**src/rtl/display_bcd_feeder_if.sv**
```systemverilog
// ---------------------------------------------------------------------------
// display_bcd_feeder_if : MMIO bus between the CPU and the digit source. Rev 1.0
// ---------------------------------------------------------------------------
`default_nettype none

interface display_bcd_feeder_if;
  logic        wr_en;
  logic        rd_en;
  logic [31:0] addr;
  logic [31:0] wdata;
  logic [31:0] rdata;

  modport master (
    output wr_en,
    output rd_en,
    output addr,
    output wdata,
    input  rdata
  );

  modport slave (
    input  wr_en,
    input  rd_en,
    input  addr,
    input  wdata,
    output rdata
  );
endinterface

`default_nettype wire

```
**src/rtl/display_bcd_feeder.sv**
```systemverilog
// ---------------------------------------------------------------------------
// display_bcd_feeder : MMIO value -> eight hex or decimal digit codes. Rev 1.0
// ---------------------------------------------------------------------------
`default_nettype none

module display_bcd_feeder #(
  parameter logic [31:0] ADDR_DATA = 32'hFFFF_FC60,
  parameter logic [31:0] ADDR_MODE = 32'hFFFF_FC64,
  parameter logic [31:0] ADDR_STAT = 32'hFFFF_FC68,
  parameter logic [31:0] DEC_MAX   = 32'd99_999_999
) (
  input  logic                       clk,
  input  logic                       rst,
  display_bcd_feeder_if.slave        bus,
  output logic                       busy,
  output logic [3:0]                 s1,
  output logic [3:0]                 s2,
  output logic [3:0]                 s3,
  output logic [3:0]                 s4,
  output logic [3:0]                 s5,
  output logic [3:0]                 s6,
  output logic [3:0]                 s7,
  output logic [3:0]                 s8
);

  typedef enum logic [1:0] {
    IDLE = 2'd0,
    CONV = 2'd1,
    DONE = 2'd2
  } state_t;

  state_t      state;
  logic [31:0] value_reg;
  logic        mode_reg;
  logic [31:0] shift_reg;
  logic [31:0] bcd_reg;
  logic [4:0]  step_cnt;

  logic        hit_data;
  logic        hit_mode;
  logic        accept;
  logic [31:0] next_value;
  logic        next_mode;
  logic [31:0] sat_value;
  logic [31:0] bcd_adj;
  logic        unused_rd;

  // Reads are side-effect free, so the read strobe is not needed.
  assign unused_rd = bus.rd_en;

  assign hit_data   = bus.wr_en && (bus.addr == ADDR_DATA);
  assign hit_mode   = bus.wr_en && (bus.addr == ADDR_MODE);
  assign accept     = hit_data || hit_mode;
  assign next_value = hit_data ? bus.wdata : value_reg;
  assign next_mode  = hit_mode ? bus.wdata[0] : mode_reg;
  assign sat_value  = (next_value > DEC_MAX) ? DEC_MAX : next_value;

  always_comb begin
    bcd_adj = bcd_reg;
    for (int i = 0; i < 8; i++) begin
      if (bcd_reg[i*4 +: 4] >= 4'd5) begin
        bcd_adj[i*4 +: 4] = bcd_reg[i*4 +: 4] + 4'd3;
      end
    end
  end

  always_comb begin
    bus.rdata = 32'd0;
    if (bus.addr == ADDR_DATA) begin
      bus.rdata = value_reg;
    end else if (bus.addr == ADDR_MODE) begin
      bus.rdata = {31'd0, mode_reg};
    end else if (bus.addr == ADDR_STAT) begin
      bus.rdata = {31'd0, busy};
    end
  end

  always_ff @(posedge clk or negedge rst) begin
    if (!rst) begin
      state     <= IDLE;
      value_reg <= 32'd0;
      mode_reg  <= 1'b0;
      shift_reg <= 32'd0;
      bcd_reg   <= 32'd0;
      step_cnt  <= 5'd0;
      busy      <= 1'b0;
      {s1, s2, s3, s4, s5, s6, s7, s8} <= 32'd0;
    end else begin
      if (hit_data) begin
        value_reg <= bus.wdata;
      end
      if (hit_mode) begin
        mode_reg <= bus.wdata[0];
      end

      // A new write always wins over any conversion in flight.
      if (accept) begin
        if (!next_mode) begin
          {s1, s2, s3, s4, s5, s6, s7, s8} <= next_value;
          busy  <= 1'b0;
          state <= IDLE;
        end else begin
          shift_reg <= sat_value;
          bcd_reg   <= 32'd0;
          step_cnt  <= 5'd0;
          busy      <= 1'b1;
          state     <= CONV;
        end
      end else begin
        case (state)
          CONV: begin
            bcd_reg   <= {bcd_adj[30:0], shift_reg[31]};
            shift_reg <= {shift_reg[30:0], 1'b0};
            step_cnt  <= step_cnt + 5'd1;
            if (step_cnt == 5'd31) begin
              state <= DONE;
            end
          end
          DONE: begin
            {s1, s2, s3, s4, s5, s6, s7, s8} <= bcd_reg;
            busy  <= 1'b0;
            state <= IDLE;
          end
          IDLE: begin
            busy <= 1'b0;
          end
          default: begin
            busy  <= 1'b0;
            state <= IDLE;
          end
        endcase
      end
    end
  end

endmodule

`default_nettype wire

```
**src/flat_wrapper.sv**
```systemverilog
// flat-port wrapper written by rule: the top's interface ports become plain ports
module display_bcd_feeder_flat 
#(
  parameter logic [31:0] ADDR_DATA = 32'hFFFF_FC60,
  parameter logic [31:0] ADDR_MODE = 32'hFFFF_FC64,
  parameter logic [31:0] ADDR_STAT = 32'hFFFF_FC68,
  parameter logic [31:0] DEC_MAX   = 32'd99_999_999
)
  (clk, rst, busy, s1, s2, s3, s4, s5, s6, s7, s8, bus_wr_en, bus_rd_en, bus_addr, bus_wdata, bus_rdata);
  display_bcd_feeder_if bus_i ();
  input  logic clk;
  input  logic rst;
  output logic busy;
  output logic [3:0] s1;
  output logic [3:0] s2;
  output logic [3:0] s3;
  output logic [3:0] s4;
  output logic [3:0] s5;
  output logic [3:0] s6;
  output logic [3:0] s7;
  output logic [3:0] s8;
  input wire logic [$bits(bus_i.wr_en)-1:0] bus_wr_en;
  input wire logic [$bits(bus_i.rd_en)-1:0] bus_rd_en;
  input wire logic [$bits(bus_i.addr)-1:0] bus_addr;
  input wire logic [$bits(bus_i.wdata)-1:0] bus_wdata;
  output wire logic [$bits(bus_i.rdata)-1:0] bus_rdata;
  assign bus_i.wr_en = bus_wr_en;
  assign bus_i.rd_en = bus_rd_en;
  assign bus_i.addr = bus_addr;
  assign bus_i.wdata = bus_wdata;
  assign bus_rdata = bus_i.rdata;
  display_bcd_feeder #(.ADDR_DATA(ADDR_DATA), .ADDR_MODE(ADDR_MODE), .ADDR_STAT(ADDR_STAT), .DEC_MAX(DEC_MAX)) u_core (.clk(clk), .rst(rst), .bus(bus_i), .busy(busy), .s1(s1), .s2(s2), .s3(s3), .s4(s4), .s5(s5), .s6(s6), .s7(s7), .s8(s8));
endmodule
```
**config.mk**
```make
export PLATFORM = sky130hd
export DESIGN_NAME = display_bcd_feeder_flat
export DESIGN_NICKNAME = d
export VERILOG_FILES = /design/src/rtl/display_bcd_feeder_if.sv /design/src/rtl/display_bcd_feeder.sv /design/src/flat_wrapper.sv
export SDC_FILE = /design/constraint.sdc
export NUM_CORES = 1
export LEC_CHECK = 0
export CORE_MARGIN = 2
export CORE_UTILIZATION = 25
export DETAILED_ROUTE_END_ITERATION = 8
export GPL_TIMING_DRIVEN = 0
export PLACE_DENSITY = 0.47
export SLEW_MARGIN = 5
export SYNTH_ARGS = -nofsm -noshare
export SYNTH_HDL_FRONTEND = slang
export SYNTH_SLANG_ARGS = --single-unit
export TNS_END_PERCENT = 20
```
**constraint.sdc**
```tcl
create_clock -name clk -period 2.95 [get_ports clk]
set_input_delay 0.7375 -clock clk [delete_from_list [all_inputs] [get_ports clk]]
set_output_delay 0.7375 -clock clk [all_outputs]
set_load 0.02 [all_outputs]
```
Yosys cells after proc, flatten, opt, wreduce, memory -nomap -nowiden
Index checks and enable logic that the tools add are counted.

Flip-flop bits (word level): 137. Bits in latches: 0. RAM bits: 0. ROM bits: 0. Word-level logic and storage cells: 107. Memories kept: 0.

$add $sub $neg: 9. Multipliers: 0. Div/mod/pow operators: 0. Magnitude comparators: 9. Equality and inequality tests: 11. Shifts and indexed selects: 0. Mux-type cells: 54. Bitwise operators: 0. Reductions and logical operators: 9.

Operators by type and width (number): $mux 32 (10); $mux 4 (31); $eq 32x32->1 const B (3); $ge 4x3->1 const B (8); $gt 32x27->1 const B (1); $add 4x2->4 const B (7); $mux 5 (3); $mux 1 (6); $reduce_and 2->1 (3); $add 5x1->5 const B (1); $eq 5x5->1 const B (1); $mux 2 (2); $ne 2x1->1 const B (2); $ne 2x2->1 const B (2); $pmux 2 s2 (1); $reduce_bool 2->1 (2); $add 3x2->3 const B (1); $mux 3 (1); $ne 3x1->1 const B (1); $eq 2x1->1 const B (1); $eq 2x2->1 const B (1); $logic_and 1x1->1 (2); $logic_not 2->1 (1); $logic_or 1x1->1 (1).

Depth between registers and ports, before layout
Depth in word-level cells: 7. Depth in mapped cells: 8.

Least setup slack after synthesis
Ideal clock, no wire load.

Kind: input port to output port. Start: input port bus_addr[7]. End: output port bus_rdata[10]. Data arrival time: 2137 ps. Data required time: 2213 ps. Setup slack: 75 ps. Cell stages on the path: 6. Buffers on the path: 1. Cell sequence: nor4b_2 and4bb_2 nand2_1 nor3_1 clkbuf_1 and2_1.

Longest elaborated chain between the ends: 2.

Ends and longest elaborated chain: start: declaration (RTL line flat_wrapper.sv:24) `input wire logic [$bits(bus_i.addr)-1:0] bus_addr;`; $eq 32x32->1 (RTL line display_bcd_feeder.sv:69) `if (bus.addr == ADDR_DATA) begin`; $mux 32 (RTL line display_bcd_feeder.sv:69); end: declaration (RTL line flat_wrapper.sv:26) `output wire logic [$bits(bus_i.rdata)-1:0] bus_rdata;`.

Every way passes these cells.

Worst setup path after layout
Start: input port bus_addr[1]. End: output port bus_rdata[10].

Same word-level chain as after synthesis.

==> metrics.cfg <==
[floorplan]
core_mm2=0.0289
row_count=62
die_area_mm2=0.0308
die_h_um=175
die_x_um=175
start_util_pct=25.5
ios=133

[timing]
relSlewSlack_pct=31.5
fin_crit_ps=3130
worstMarginPinSlew_ps=1030
fmax_mhz=319
setup_viol=31
fin_worst_skew_ps=7.62
finalCritPeriodShare_pct=106
drv_slew=0
rsz0062_at_grt=yes
timing.hold.ws_ps=275
hold_violations=0
setup_slack_ps=-181

[yosys]
synth_cell_types=62
synthTopCellsByArea=dfrtp_1 (47%), nand2_1 (8.9%), o21ai_0 (4.9%)
async_flop_share_pct=100
syn-num-nets=880
synth_seq_cells=137
netlist.area_leader.share_pct=46.7
yosysTopAreaCell=dfrtp_1
seq_area_frac_synth_pct=46.7
postSynthAreaPerCell_um2=9.25
netlist_area_mm2=0.00735
synth_edf_count=0
synth_ff_type=dfrtp_1
syn_inst=794
yosys_warnings=0

[layout]
layout-drive-gt1-share_pct=18.3
fin_area_mm2=0.0101
nNetsFinal=1041
syn_to_final_growth_pct=36.9
num_antenna_cells=0
fin_util_pct=34.9

[power_and_ir_drop]
p_leak_nw=4.82
finalPower_mw=4.34
power.density_mw_per_mm2=431
vdd_drop_max_v=0.000386

[drt]
drcViolationCount=0
num_vias=6563
via_per_inst=4.86
wire_per_inst_um=19.4
drt-total-wl_mm=26.3
drtPass1Iterations=5
ant_nets=0
drt_iter0_drc=442

[setup_path]
path_cells=buf_6, nand4b_1, nor4_4, buf_4, nand2_4, nor3_4, buf_6, clkbuf_16, and2_4, buf_6
critPathRequiredTime_ps=2210
critical_path_class=in2out
reg2reg_from=u_core.mode_reg
crit_buf_inv=5
cp_max_fo=5
rr_worst_depth=7
critPathMaxStageDelay_ps=290
cp-start-kind=primary input
path_common_cell=buf_6
worstPathArrival_ps=2390
crit_slowest_cell=nor4_4
cpLargestDelayFamily=simple AND/OR/NAND/NOR gates
reg2reg_slack_ps=520
r2r-end=u_core.shift_reg[13]
cp-end-kind=output pin

[global_routing]
grt_pass1_vias=6591
grt.total_usage_pct=17.4
grt_max_degree=82
antenna_found_initial=0
gr-total-overflow=0
grt_pass1_wl_mm=40.1

[run_status]
violations=setup timing
status=finished with violations

[flow_run]
max-cap-violations=0

[clock_tree]
cts_tree=yes
cts_made_buffers=17
hold_buffers=0
cts_sinks=137
clk_pin_slew_ps=60
cts_buffer_depth=2
htree_levels=4
clk_latency_ps=430
root_buffer=clkbuf_16

[min_path]
hold_path_class=in2async

[placed_design]
routabilityCongestion=0.805
place_ws_ps=-1730
place_area_mm2=0.00916
place_hpwl_mm=19.5
io_buffers=130

==> power breakdown <==
part	switching, mW	total (mW)	internal, mW
Sequential	0.000000154	1.88	1.88
Combinational	0.119	0.218	0.0993
Clock	0.850	2.24	1.39
Total	0.969	4.34	3.37
==> cell usage in the layout, fill, tap and decap left out, types with 12 or more instances in the layout <==
| cell | count |
|---|---|
| dlygate4sd2_1 | 19 |
| buf_6 | 41 |
| and2_4 | 30 |
| clkdlybuf4s50_1 | 67 |
| ha_1 | 18 |
| a21oi_1 | 37 |
| clkbuf_16 | 20 |
| nand2_1 | 174 |
| buf_2 | 14 |
| dfrtp_1 | 137 |
| nand2b_1 | 12 |
| nor2_1 | 38 |
| buf_4 | 14 |
| mux2_2 | 14 |
| o21ai_0 | 72 |
| inv_1 | 19 |
| clkbuf_1 | 13 |
| o22ai_1 | 15 |
| mux2i_1 | 32 |
==> cell families (layout without fill, tap and decap cells) <==
| group | after synthesis | after routing | share of synthesized area, % |
|---|---|---|---|
| adder cells (fa/ha/maj) | 18 | 18 | 3.06 |
| buffers and inverters | 62 | 235 | 4.12 |
| AO/OA/AOI/OAI | 176 | 176 | 14.5 |
| AND/OR/NAND/NOR | 335 | 335 | 22.6 |
| XOR/XNOR | 16 | 16 | 1.91 |
| flip-flops | 137 | 137 | 46.7 |
| multiplexers | 50 | 50 | 7.12 |
==> synthesized netlist by cell type (all sizes together), types with 15 or more instances <==
master  count
nor2       40
o22ai      15
and2       34
buf        25
inv        19
clkbuf     18
dfrtp     137
mux2i      32
a21oi      38
ha         18
nand2     175
mux2       18
o21ai      79
==> timing repair <==
item | CTS | global route
pin swaps | 18 | 3
setup endpoints to repair | 100 | 51
setup buffers | 9 | 1
gates cloned | 1 | 0
resized for setup | 288 | 15
==> per-layer routing <==
| layer | up-vias | share of wire (%) | global-route usage (%) |
|---|---|---|---|
| li1 | 3107 | - | - |
| met1 | 3228 | 47 | 24.4 |
| met2 | 199 | 46 | 27.4 |
| met3 | 29 | 5.0 | 3.29 |
| met4 | 0 | 1.6 | 4.55 |
| met5 | - | 0 | 0 |
==> layout make-up <==
cell class	count	area, um^2
clock inverters	11	145
flip-flops and latches	137	3430
well taps	384	480
fillers	2998	18800
clock buffers	20	467
plain buffers	43	305
multi-input cells	595	3740
inverters	19	71.3
repair buffers	142	1430
==> metrics by stage <==
stage / cells / setup TNS (ps)
after detailed placement: 1309 / -115090
final: 1351 / -4670
after floorplan: 794 / 0
after global routing: 1351 / -7920
after global placement: 1308 / -774740
after CTS: 1350 / -4640
==> how the worst max path moves through the flow <==
stage,from,cells after the start,end
finish,bus_addr[1],10,bus_rdata[10]
global route,bus_addr[1],10,bus_rdata[10]
CTS,bus_addr[1],10,bus_rdata[3]
global placement,rst,1,u_core.value_reg[5]
detailed placement,bus_addr[26],8,bus_rdata[4]
floorplan,bus_addr[7],6,bus_rdata[10]
Note: power is estimated with default switching activity, not from simulation.
